## config.mk

```make
export PLATFORM = sky130hd
export DESIGN_NAME = mux4to1_rr_flat
export DESIGN_NICKNAME = d
export VERILOG_FILES = /design/src/rtl/mux4to1_rr_if.sv /design/src/rtl/mux4to1_rr.sv /design/src/flat_wrapper.sv
export SDC_FILE = /design/constraint.sdc
export NUM_CORES = 1
export LEC_CHECK = 0
export BUFFER_PORTS_ARGS = -buffer_cell sky130_fd_sc_hd__buf_4
export CORE_MARGIN = 5
export CORE_UTILIZATION = 42
export CTS_CLUSTER_SIZE = 28
export DETAILED_ROUTE_END_ITERATION = 12
export PLACE_DENSITY_LB_ADDON = 0.3
export SETUP_SLACK_MARGIN = 0.05
export SLEW_MARGIN = 0
export SYNTH_ARGS = -nofsm -noshare
export SYNTH_HDL_FRONTEND = slang
export SYNTH_SLANG_ARGS = --single-unit
```

## constraint.sdc

```tcl
create_clock -name clk -period 2.21 [get_ports clk]
set_clock_uncertainty 0.2 [all_clocks]
set_input_delay 0.1105 -clock clk [delete_from_list [all_inputs] [get_ports clk]]
set_output_delay 0.1105 -clock clk [all_outputs]
set_load 0.03 [all_outputs]
```

## src/rtl/mux4to1_rr_if.sv

```systemverilog
`default_nettype none
// ============================================================================
//  Module      : mux4to1_rr_if
//  Description : Bundle of the four valid/ready source channels and the single
//                merged valid/ready sink channel of the 4-to-1 merger.
//                master = side that drives sources and sink-ready,
//                slave  = the merger itself.
//  Revision    : 1.0 - initial release
// ============================================================================
interface mux4to1_rr_if #(
    parameter int WIDTH = 8
);
    logic [WIDTH-1:0] d0, d1, d2, d3;
    logic             v0, v1, v2, v3;
    logic             r0, r1, r2, r3;
    logic [WIDTH-1:0] y;
    logic [1:0]       sel;
    logic             y_valid;
    logic             y_ready;

    modport master (
        output d0, d1, d2, d3,
        output v0, v1, v2, v3,
        input  r0, r1, r2, r3,
        input  y, sel, y_valid,
        output y_ready
    );

    modport slave (
        input  d0, d1, d2, d3,
        input  v0, v1, v2, v3,
        output r0, r1, r2, r3,
        output y, sel, y_valid,
        input  y_ready
    );
endinterface
`default_nettype wire

```

## src/rtl/mux4to1_rr.sv

```systemverilog
`default_nettype none
// ============================================================================
//  Module      : mux4to1_rr
//  Description : Merges four valid/ready source channels into one registered
//                output channel. Round-robin arbitration by default; define
//                MUX4TO1_FIXED_PRIO_EN for fixed priority (channel 0 highest).
//  Revision    : 1.0 - initial release
// ============================================================================
module mux4to1_rr #(
    parameter int WIDTH = 8
) (
    input  wire              clk,
    input  wire              rst,
    mux4to1_rr_if.slave      bus
);

    localparam logic [1:0] c_PTR_RST = 2'd3;  // channel 0 is first in line

    logic [3:0]       w_valid;
    logic [3:0]       w_ready;
    logic             w_load_en;
    logic             w_gnt_vld;
    logic [1:0]       w_gnt;
    logic [WIDTH-1:0] w_data;

    logic [WIDTH-1:0] r_y;
    logic [1:0]       r_sel;
    logic             r_y_valid;

    assign w_valid   = {bus.v3, bus.v2, bus.v1, bus.v0};
    assign w_load_en = ~r_y_valid | bus.y_ready;

`ifdef MUX4TO1_FIXED_PRIO_EN
    // Fixed priority: lowest-numbered valid channel wins.
    always_comb begin
        w_gnt_vld = 1'b0;
        w_gnt     = 2'd0;
        for (int k = 3; k >= 0; k--) begin
            if (w_valid[k]) begin
                w_gnt_vld = 1'b1;
                w_gnt     = 2'(k);
            end
        end
    end
`else
    logic [1:0] r_ptr;  // last channel granted

    // Round-robin: search ptr+1 .. ptr+4; the lowest offset found wins.
    always_comb begin
        logic [1:0] w_idx;
        w_gnt_vld = 1'b0;
        w_gnt     = 2'd0;
        w_idx     = 2'd0;
        for (int k = 4; k >= 1; k--) begin
            w_idx = r_ptr + 2'(k);
            if (w_valid[w_idx]) begin
                w_gnt_vld = 1'b1;
                w_gnt     = w_idx;
            end
        end
    end

    // Pointer moves only when a word is actually accepted.
    always_ff @(posedge clk) begin
        if (rst) begin
            r_ptr <= c_PTR_RST;
        end else if (w_load_en && w_gnt_vld) begin
            r_ptr <= w_gnt;
        end
    end
`endif

    // One-hot ready towards the granted source, held low in reset.
    genvar gi;
    generate
        for (gi = 0; gi < 4; gi++) begin : g_ready
            assign w_ready[gi] = ~rst & w_load_en & w_gnt_vld & (w_gnt == 2'(gi));
        end
    endgenerate

    // Data steering from the granted channel.
    always_comb begin
        case (w_gnt)
            2'd0:    w_data = bus.d0;
            2'd1:    w_data = bus.d1;
            2'd2:    w_data = bus.d2;
            default: w_data = bus.d3;
        endcase
    end

    // Output register: load on grant, empty on drain with no grant, else hold.
    always_ff @(posedge clk) begin
        if (rst) begin
            r_y       <= '0;
            r_sel     <= 2'd0;
            r_y_valid <= 1'b0;
        end else if (w_load_en) begin
            if (w_gnt_vld) begin
                r_y       <= w_data;
                r_sel     <= w_gnt;
                r_y_valid <= 1'b1;
            end else begin
                r_y_valid <= 1'b0;
            end
        end
    end

    assign bus.r0      = w_ready[0];
    assign bus.r1      = w_ready[1];
    assign bus.r2      = w_ready[2];
    assign bus.r3      = w_ready[3];
    assign bus.y       = r_y;
    assign bus.sel     = r_sel;
    assign bus.y_valid = r_y_valid;

endmodule
`default_nettype wire
```

## src/flat_wrapper.sv

```systemverilog
// flat-port wrapper written by rule: the top's interface ports become plain ports
module mux4to1_rr_flat 
#(
    parameter int WIDTH = 8
)
  (clk, rst, bus_d0, bus_d1, bus_d2, bus_d3, bus_v0, bus_v1, bus_v2, bus_v3, bus_r0, bus_r1, bus_r2, bus_r3, bus_y, bus_sel, bus_y_valid, bus_y_ready);
  mux4to1_rr_if #(.WIDTH(WIDTH)) bus_i ();
  input  wire clk;
  input  wire rst;
  input wire logic [$bits(bus_i.d0)-1:0] bus_d0;
  input wire logic [$bits(bus_i.d1)-1:0] bus_d1;
  input wire logic [$bits(bus_i.d2)-1:0] bus_d2;
  input wire logic [$bits(bus_i.d3)-1:0] bus_d3;
  input wire logic [$bits(bus_i.v0)-1:0] bus_v0;
  input wire logic [$bits(bus_i.v1)-1:0] bus_v1;
  input wire logic [$bits(bus_i.v2)-1:0] bus_v2;
  input wire logic [$bits(bus_i.v3)-1:0] bus_v3;
  output wire logic [$bits(bus_i.r0)-1:0] bus_r0;
  output wire logic [$bits(bus_i.r1)-1:0] bus_r1;
  output wire logic [$bits(bus_i.r2)-1:0] bus_r2;
  output wire logic [$bits(bus_i.r3)-1:0] bus_r3;
  output wire logic [$bits(bus_i.y)-1:0] bus_y;
  output wire logic [$bits(bus_i.sel)-1:0] bus_sel;
  output wire logic [$bits(bus_i.y_valid)-1:0] bus_y_valid;
  input wire logic [$bits(bus_i.y_ready)-1:0] bus_y_ready;
  assign bus_i.d0 = bus_d0;
  assign bus_i.d1 = bus_d1;
  assign bus_i.d2 = bus_d2;
  assign bus_i.d3 = bus_d3;
  assign bus_i.v0 = bus_v0;
  assign bus_i.v1 = bus_v1;
  assign bus_i.v2 = bus_v2;
  assign bus_i.v3 = bus_v3;
  assign bus_r0 = bus_i.r0;
  assign bus_r1 = bus_i.r1;
  assign bus_r2 = bus_i.r2;
  assign bus_r3 = bus_i.r3;
  assign bus_y = bus_i.y;
  assign bus_sel = bus_i.sel;
  assign bus_y_valid = bus_i.y_valid;
  assign bus_i.y_ready = bus_y_ready;
  mux4to1_rr #(.WIDTH(WIDTH)) u_core (.clk(clk), .rst(rst), .bus(bus_i));
endmodule
```

# After elaboration in Yosys (flattened, before gate mapping)
# Index checks and enable logic that the tools add are counted.
# word_totals
register_bits,13
inputBits,39
out_inout_bits,15
# op_classes
n_addsub,3
magnitude_cmp,4
n_eq_ne,3
mux,18
n_bitwise,9
reduce_logical,3
# ops
cell,n
8-bit one-hot mux with 3 select lines,1
2-bit by 3-bit < comparator with 1-bit output (second input constant),4
1-bit two-way mux,9
1-bit binary-select mux with 2-bit select,4
2-bit two-way mux,4
1-bit bitwise AND,6
2-bit adder (second input constant),2
2-bit == test (second input constant),2
2-bit by 1-bit adder with 2-bit output (second input constant),1
2-bit by 1-bit == test with 1-bit output (second input constant),1
2-bit logical NOT,1
1-bit NOT,2
2-bit AND reduction,1
1-bit logical AND,1
1-bit bitwise OR,1

# Logic depth before layout (Yosys ltp)
# Gate-level depths: netlist (run 1).
# depth
depth_word,8
mapped_depth,6
ltp_nobuf,5

# Worst setup path before layout (run 1)
# Ideal clock, no wire load.
# synth_timing
path_type,reg2out
startpoint,register u_core.r_ptr[0]
endpoint,output port bus_r3
arrival_time_ps,1606
slack_ps,293
stages_incl_launch_ff,6
n_path_buf,1
path_cell_list,dfxtp_1 -> and2b_1 -> o221ai_2 -> buf_6 -> or3_1 -> nor2b_1
# synth_between
elab_chain_len,8
word_cells_on_any_way,22
classes_between,add/sub (3); eq/ne (1); mux (16); bitwise (2)
# synth_lines
element,line,rtl
from (decl),mux4to1_rr.sv:46,logic [1:0] r_ptr;
from (signal assigned),mux4to1_rr.sv:66,r_ptr <= c_PTR_RST;
from (signal assigned),mux4to1_rr.sv:68,r_ptr <= w_gnt;
2-bit adder / 1-bit binary-select mux with 2-bit select (equally long branches),"mux4to1_rr.sv:55, mux4to1_rr.sv:56",
1-bit binary-select mux with 2-bit select / 1-bit two-way mux (equally long branches),mux4to1_rr.sv:56,if (w_valid[w_idx]) begin
1-bit two-way mux (not written as such) / 2-bit two-way mux (equally long branches),mux4to1_rr.sv:56,
2-bit two-way mux / 1-bit two-way mux (equally long branches) (3 in series),mux4to1_rr.sv:56,
2-bit == test / 1-bit bitwise AND (equally long branches),mux4to1_rr.sv:77,assign w_ready[gi] = ~rst & w_load_en & w_gnt_vld & (w_gnt == 2'(gi));
1-bit bitwise AND *,mux4to1_rr.sv:77,
to (decl),flat_wrapper.sv:21,output wire logic [$bits(bus_i.r3)-1:0] bus_r3;
# Mark *: on every way between the ends. The rest lies on a longest branch, timed or not. The select of a mux whose other input is x is not followed.

# Worst setup path in the final report (run 1)
# Same ends and word-level chain as after synthesis.

==> results of run 1 <==
## tightest hold or removal path: stages
cell and delay [ps]:
buf_4 140, nor2_1 90, a31oi_1 90
## sequential cells by signal, summed over array words and instances, names as in the netlist
| name | flops |
|---|---|
| u_core.r_ptr | 2 |
| u_core.bus.y | 8 |
| u_core.bus.y_valid | 1 |
| u_core.bus.sel | 2 |
## kinds of logic (layout without fill, tap and decap cells)
| family | after synthesis | after routing | synth area share |
|---|---|---|---|
| buffers and inverters | 5 | 67 | 0.0478 |
| and+or+nand+nor | 29 | 29 | 0.179 |
| AOI/OAI and AO/OA | 18 | 18 | 0.211 |
| DFF | 13 | 13 | 0.293 |
| muxes | 24 | 24 | 0.270 |
## routing by layer
| metal | GRT usage | vias up | routed length, um |
|---|---|---|---|
| li1 | - | 451 | - |
| met4 | 0.0712 | 0 | 10 |
| met1 | 0.160 | 438 | 969 |
| met5 | 0 | - | 0 |
| met3 | 0.0603 | 2 | 185 |
| met2 | 0.307 | 27 | 1360 |
## cell usage after synthesis
| cell type | n | area [um2] |
|---|---|---|
| o21ai_2 | 1 | 8.76 |
| dfxtp_1 | 13 | 260 |
| nor2_1 | 8 | 30.0 |
| buf_6 | 3 | 33.8 |
| o221ai_2 | 1 | 15.0 |
| a211o_1 | 1 | 8.76 |
| a21oi_1 | 1 | 5.00 |
| nand2b_1 | 3 | 18.8 |
| and3_1 | 1 | 6.26 |
| o21ai_1 | 1 | 5.00 |
| a22o_1 | 8 | 70.1 |
| clkbuf_1 | 1 | 3.75 |
| o41ai_4 | 1 | 27.5 |
| a31oi_1 | 1 | 6.26 |
| o21bai_1 | 1 | 7.51 |
| o311ai_4 | 1 | 26.3 |
| buf_2 | 1 | 5.00 |
| mux2i_1 | 24 | 240 |
| and2b_1 | 1 | 7.51 |
| or2_1 | 1 | 6.26 |
| a21o_1 | 1 | 7.51 |
| or3_1 | 1 | 6.26 |
| nand2_1 | 1 | 3.75 |
| nor2b_1 | 12 | 75.1 |
| nor3_1 | 1 | 5.00 |
## final timing paths
check        cells after the start         startpoint            endpoint  slack [ps]
max                              6    u_core.r_ptr[0]              bus_r3         150
min                              3             bus_v0  u_core.bus.y_valid          10
max reg2reg                      7    u_core.r_ptr[1]     u_core.bus.y[4]         280
min reg2reg                      2  u_core.bus.sel[0]   u_core.bus.sel[0]         320
## area by class of cell
| cell class | instances | area (um2) | area share |
|---|---|---|---|
| clock buffer | 3 | 22.5 | 0.0162 |
| timing repair buffer | 63 | 479 | 0.345 |
| sequential | 13 | 260 | 0.187 |
| tap | 27 | 33.8 | 0.0243 |
| clock inverter | 1 | 5.00 | 0.00360 |
| multi-input combinational | 71 | 588 | 0.423 |
## stage by stage
| stage | utilization | cell area, um2 |
|---|---|---|
| final | 0.701 | 1390 |
| after global routing | 0.701 | 1390 |
| after CTS | 0.679 | 1350 |
| after detailed placement | 0.660 | 1310 |
| after global placement | 0.660 | 1310 |
| after floorplan | - | 890 |
## layout by cell type (no fill, tap or decap), drive strengths merged, types with 2 or more instances in the layout
master	instances
buf	62
mux2i	24
dfxtp	13
nor2b	12
nor2	8
a22o	8
nand2b	3
clkbuf	3
o21ai	2
## power breakdown
part	internal (mW)	switching [mW]
Clock	0.0670	0.0849
Sequential	0.262	0.0153
Combinational	0.196	0.183
## timing repair
action | 4_1_cts | 5_1_grt
hold buffers | 1 | 0
setup buffers | 0 | 5
setup endpoints to repair | 0 | 2
hold endpoints to repair | 5 | 0
gates resized for setup | 0 | 2
==> qor.yml, run 1 <==
ys_ff_latch: 13
avgRoutedWirePerCell_um: 14.2
crit_buf_inv: 2
setup_ws_ps: 148
finalSetupTns_ps: 0
grt_pass1_wl_mm: 4.23
place_ws_ps: 340
ys_seq_area_frac: 0.293
finalCriticalPeriod_ps: 2060
clk_latency_ps: 280
fmax_mhz: 485
crit_family: "simple AND/OR/NAND/NOR gates"
cts_root_buf: "clkbuf_4"
status: "completed"
critPathMaxStageDelay_ps: 370
endpoint_kind: "output port"
antenna_found_initial: 0
htree_levels: 1
total_power_mw: 0.809
fillCellCount: 164
yosys_warnings: 0
dp_hpwl_mm: 1.95
final.period_utilization: 0.933
hold_class: "input port to register"
power_density_nw_per_um2: 583
ir_worst_vdd_mv: 0.384
place_congestion: 0.745
firstDrtPassIters: 2
grt_max_degree: 16
path_class: "register to output port"
setup_viol: 0
hold_viol_final: 0
syn_area_um2: 890
grt-ovfl-total: 0
io_buffers: 53
crit_fanout: 8
avgSynthCellArea_um2: 10.0
path_cells: "and2b_2 -> o221ai_2 -> buf_6 -> or3_1 -> nor2b_1 -> buf_4"
leakagePower_nw: 0.720
tightestPinTransition_ps: 761
grt_util_all_layers: 0.165
die_w_um: 56.0
grt_pass1_vias: 941
cts_tree: "built"
final_cells: 178
ant_nets: 0
cp_slowest_cell: "or3_1"
final_net_count: 191
slew_headroom: 0.492
start_kind: "register"
areaGrowthSynthToFinish_pct: 56.1
antenna_cells: 0
fp.coreArea_um2: 1980
drt-initial-drc-count: 11
drc: 0
critPathRequiredTime_ps: 1900
clkTransAtPathRegs_ps: 90
via_count: 918
initial_core_util: 0.449
clock_sinks: 13
drt_wl_total_mm: 2.53
dieHeight_um: 56.0
cts_made_buffers: 3
rsz0062_at_grt: "false"
dp.cells: 168
max-cap-violations: 0
clockBufferDepth: 2
num_rows: 16
fin_hold_ws_ps: 10.9
slew_violations: 0
die_area_um2: 3140
synthDistinctLibCells: 25
io_pins: 54
worst_ep_arrival_time_ps: 1750
syn-instance-count: 89
viasPerCell: 5.16
syn_nets: 128
drive_gt1_frac: 0.470
No activity file was read; power rests on OpenSTA's default activity.
==> run 2: changes to the inputs <==
--- a/config.mk
+++ b/config.mk
@@ -7,7 +7,7 @@
 export LEC_CHECK = 0
 export BUFFER_PORTS_ARGS = -buffer_cell sky130_fd_sc_hd__buf_4
 export CORE_MARGIN = 5
-export CORE_UTILIZATION = 42
+export CORE_UTILIZATION = 38
 export CTS_CLUSTER_SIZE = 28
 export DETAILED_ROUTE_END_ITERATION = 12
 export PLACE_DENSITY_LB_ADDON = 0.3
==> constraint.sdc (replaced) <==
create_clock -name clk -period 1.8 [get_ports clk]
set_clock_uncertainty 0.2 [all_clocks]
set_input_delay 0.09 -clock clk [delete_from_list [all_inputs] [get_ports clk]]
set_output_delay 0.09 -clock clk [all_outputs]
set_load 0.03 [all_outputs]
==> run 2 against run 1 <==
- the flow now finishes with violations (negative setup slack)
- clock-buffer cell count rose by 1
- die area rose by 8.6%
- via count rose by 3.9%
- power rose by 33%
- non-clock buffer count rose by 5
- worst hold slack improved by 12 ps
- wire length rose by 14%
- combinational power rose by 44%
- cell count rose by 3.4%
- global-route usage rose by 1.1 points
- largest power group unchanged
- highest routed layer unchanged
==> qor.yml, run 2 (synthesis gave the netlist of run 1 again) <==
status: "finished, violations left"
violations: "negative setup slack"
cts_tree: "built"
areaGrowthSynthToFinish_pct: 72.2
fin_hold_ws_ps: 23.3  # +12.4 ps
drt-initial-drc-count: 9  # -2
finalSetupTns_ps: -765  # -765 ps
clk_latency_ps: 270  # about the same
path_class: "register to output port"
ant_nets: 0  # unchanged
grt_pass1_vias: 1044  # +11%
place_ws_ps: -43.1  # -383 ps
io_pins: 54  # unchanged
die_w_um: 58.4  # +4.2%
fp.coreArea_um2: 2230  # +13%
drc: 0  # unchanged
ir_worst_vdd_mv: 0.529  # +38%
clock_sinks: 13  # unchanged
drive_gt1_frac: 0.526  # +0.0554
antenna_cells: 0  # unchanged
endpoint_kind: "output port"
rsz0062_at_grt: "true"
worst_ep_arrival_time_ps: 1640  # -110 ps
firstDrtPassIters: 4  # +2
place_congestion: 0.741  # -0.52%
drt_wl_total_mm: 2.89  # +14%
critPathRequiredTime_ps: 1510  # -390 ps
final_net_count: 196  # +2.6%
clockBufferDepth: 2  # unchanged
final.period_utilization: 1.07
grt-ovfl-total: 0  # unchanged
dieHeight_um: 58.4  # +4.2%
dpl-instance-area_um2: 1340  # +2.2%
mostFrequentLayoutCell: "buf_4"
clkTransAtPathRegs_ps: 90  # about the same
grt_max_degree: 13  # -3
die_area_um2: 3410  # +8.6%
via_count: 954  # +3.9%
critPathMaxStageDelay_ps: 400  # +30 ps
fmax_mhz: 518
layout_common_cells: "buf_4 (57), mux2i_1 (23), nor2b_1 (11), dfxtp_1 (11), a22o_1 (8)"
power_density_nw_per_um2: 704  # +21%
path_cells: "and2b_2 -> o221ai_4 -> or3_4 -> nor2b_2 -> buf_6"
setup_ws_ps: -132  # -280 ps
cp_slowest_cell: "or3_4"
hold_class: "input port to register"
setup_viol: 12  # +12
cts_made_buffers: 3  # unchanged
avgRoutedWirePerCell_um: 15.7  # +11%
post-route-cell-area_um2: 1530  # +10%
io_buffers: 53  # unchanged
leakagePower_nw: 0.770  # +6.9%
crit_fanout: 3  # -5
initial_core_util: 0.398  # -0.0505
tightestPinTransition_ps: 465  # -296 ps
viasPerCell: 5.18  # +0.53%
largest_register_ff_count: 8  # unchanged
dp_hpwl_mm: 1.91  # -2.2%
grt_pass1_wl_mm: 4.67  # +10%
slew_headroom: 0.689  # +0.198
hold_viol_final: 0  # unchanged
htree_levels: 1  # unchanged
num_rows: 17  # +1
crit_buf_inv: 1  # -1
finalCriticalPeriod_ps: 1930
antenna_found_initial: 0  # unchanged
crit_family: "simple AND/OR/NAND/NOR gates"
grt_util_all_layers: 0.176  # +0.0113
start_kind: "register"
utilization: 0.686  # -0.0150
max-cap-violations: 0  # unchanged
cts_root_buf: "clkbuf_4"
slew_violations: 0  # unchanged
## run 2: cell type report
type                    count  area, um2
multi-input cells          71        618
flip-flops and latches     13        263
well taps                  28       35.0
repair buffers             68        589
fillers                   184        702
clock buffers               4       26.3
## run 2: stage by stage
step	instances	power (mW)
2_1_floorplan	89	0.636
3_3_place_gp	170	0.793
3_5_place_dp	170	0.803
4_1_cts	182	1.06
5_1_grt	184	1.14
6_report	184	1.08
## run 2: final timing paths
check / slack (ps) / cells after the start / from / end
hold reg to reg: 310 / 2 / u_core.bus.sel[0] / u_core.bus.sel[0]
setup / recovery: -130 / 5 / u_core.r_ptr[0] / bus_r3
setup reg to reg: -60 / 7 / u_core.r_ptr[0] / u_core.bus.y[7]
hold / removal: 20 / 4 / bus_d2[3] / u_core.bus.y[3]
## run 2: per-layer routing
| metal | up-vias | track usage | part of all wire |
|---|---|---|---|
| li1 | 463 | - | - |
| met1 | 452 | 0.183 | 0.40 |
| met2 | 33 | 0.308 | 0.52 |
| met3 | 6 | 0.0570 | 0.064 |
| met4 | 0 | 0.0993 | 0.021 |
| met5 | - | 0 | 0 |
## run 2: where the power goes
| part | switching, mW | internal, mW | leakage (nW) | total (mW) |
|---|---|---|---|---|
| Combinational | 0.250 | 0.298 | 0.648 | 0.548 |
| Sequential | 0.0218 | 0.323 | 0.108 | 0.345 |
| Clock | 0.0996 | 0.0859 | 0.0150 | 0.186 |
## run 2: timing repair
action,CTS,global route
gates resized for setup,10,5
hold endpoints to repair,5,0
pin swaps,2,6
gates cloned,1,2
hold buffers,2,0
setup buffers,5,1
setup endpoints to repair,12,15
## run 2: worst reg2reg max path, delay by kind of cell (launching register included)
family / cells / cell delay [ps]
muxes: 2 / 290
DFF: 1 / 350
AOI/OAI and AO/OA: 2 / 400
and+or+nand+nor: 1 / 250
buffers and inverters: 2 / 290
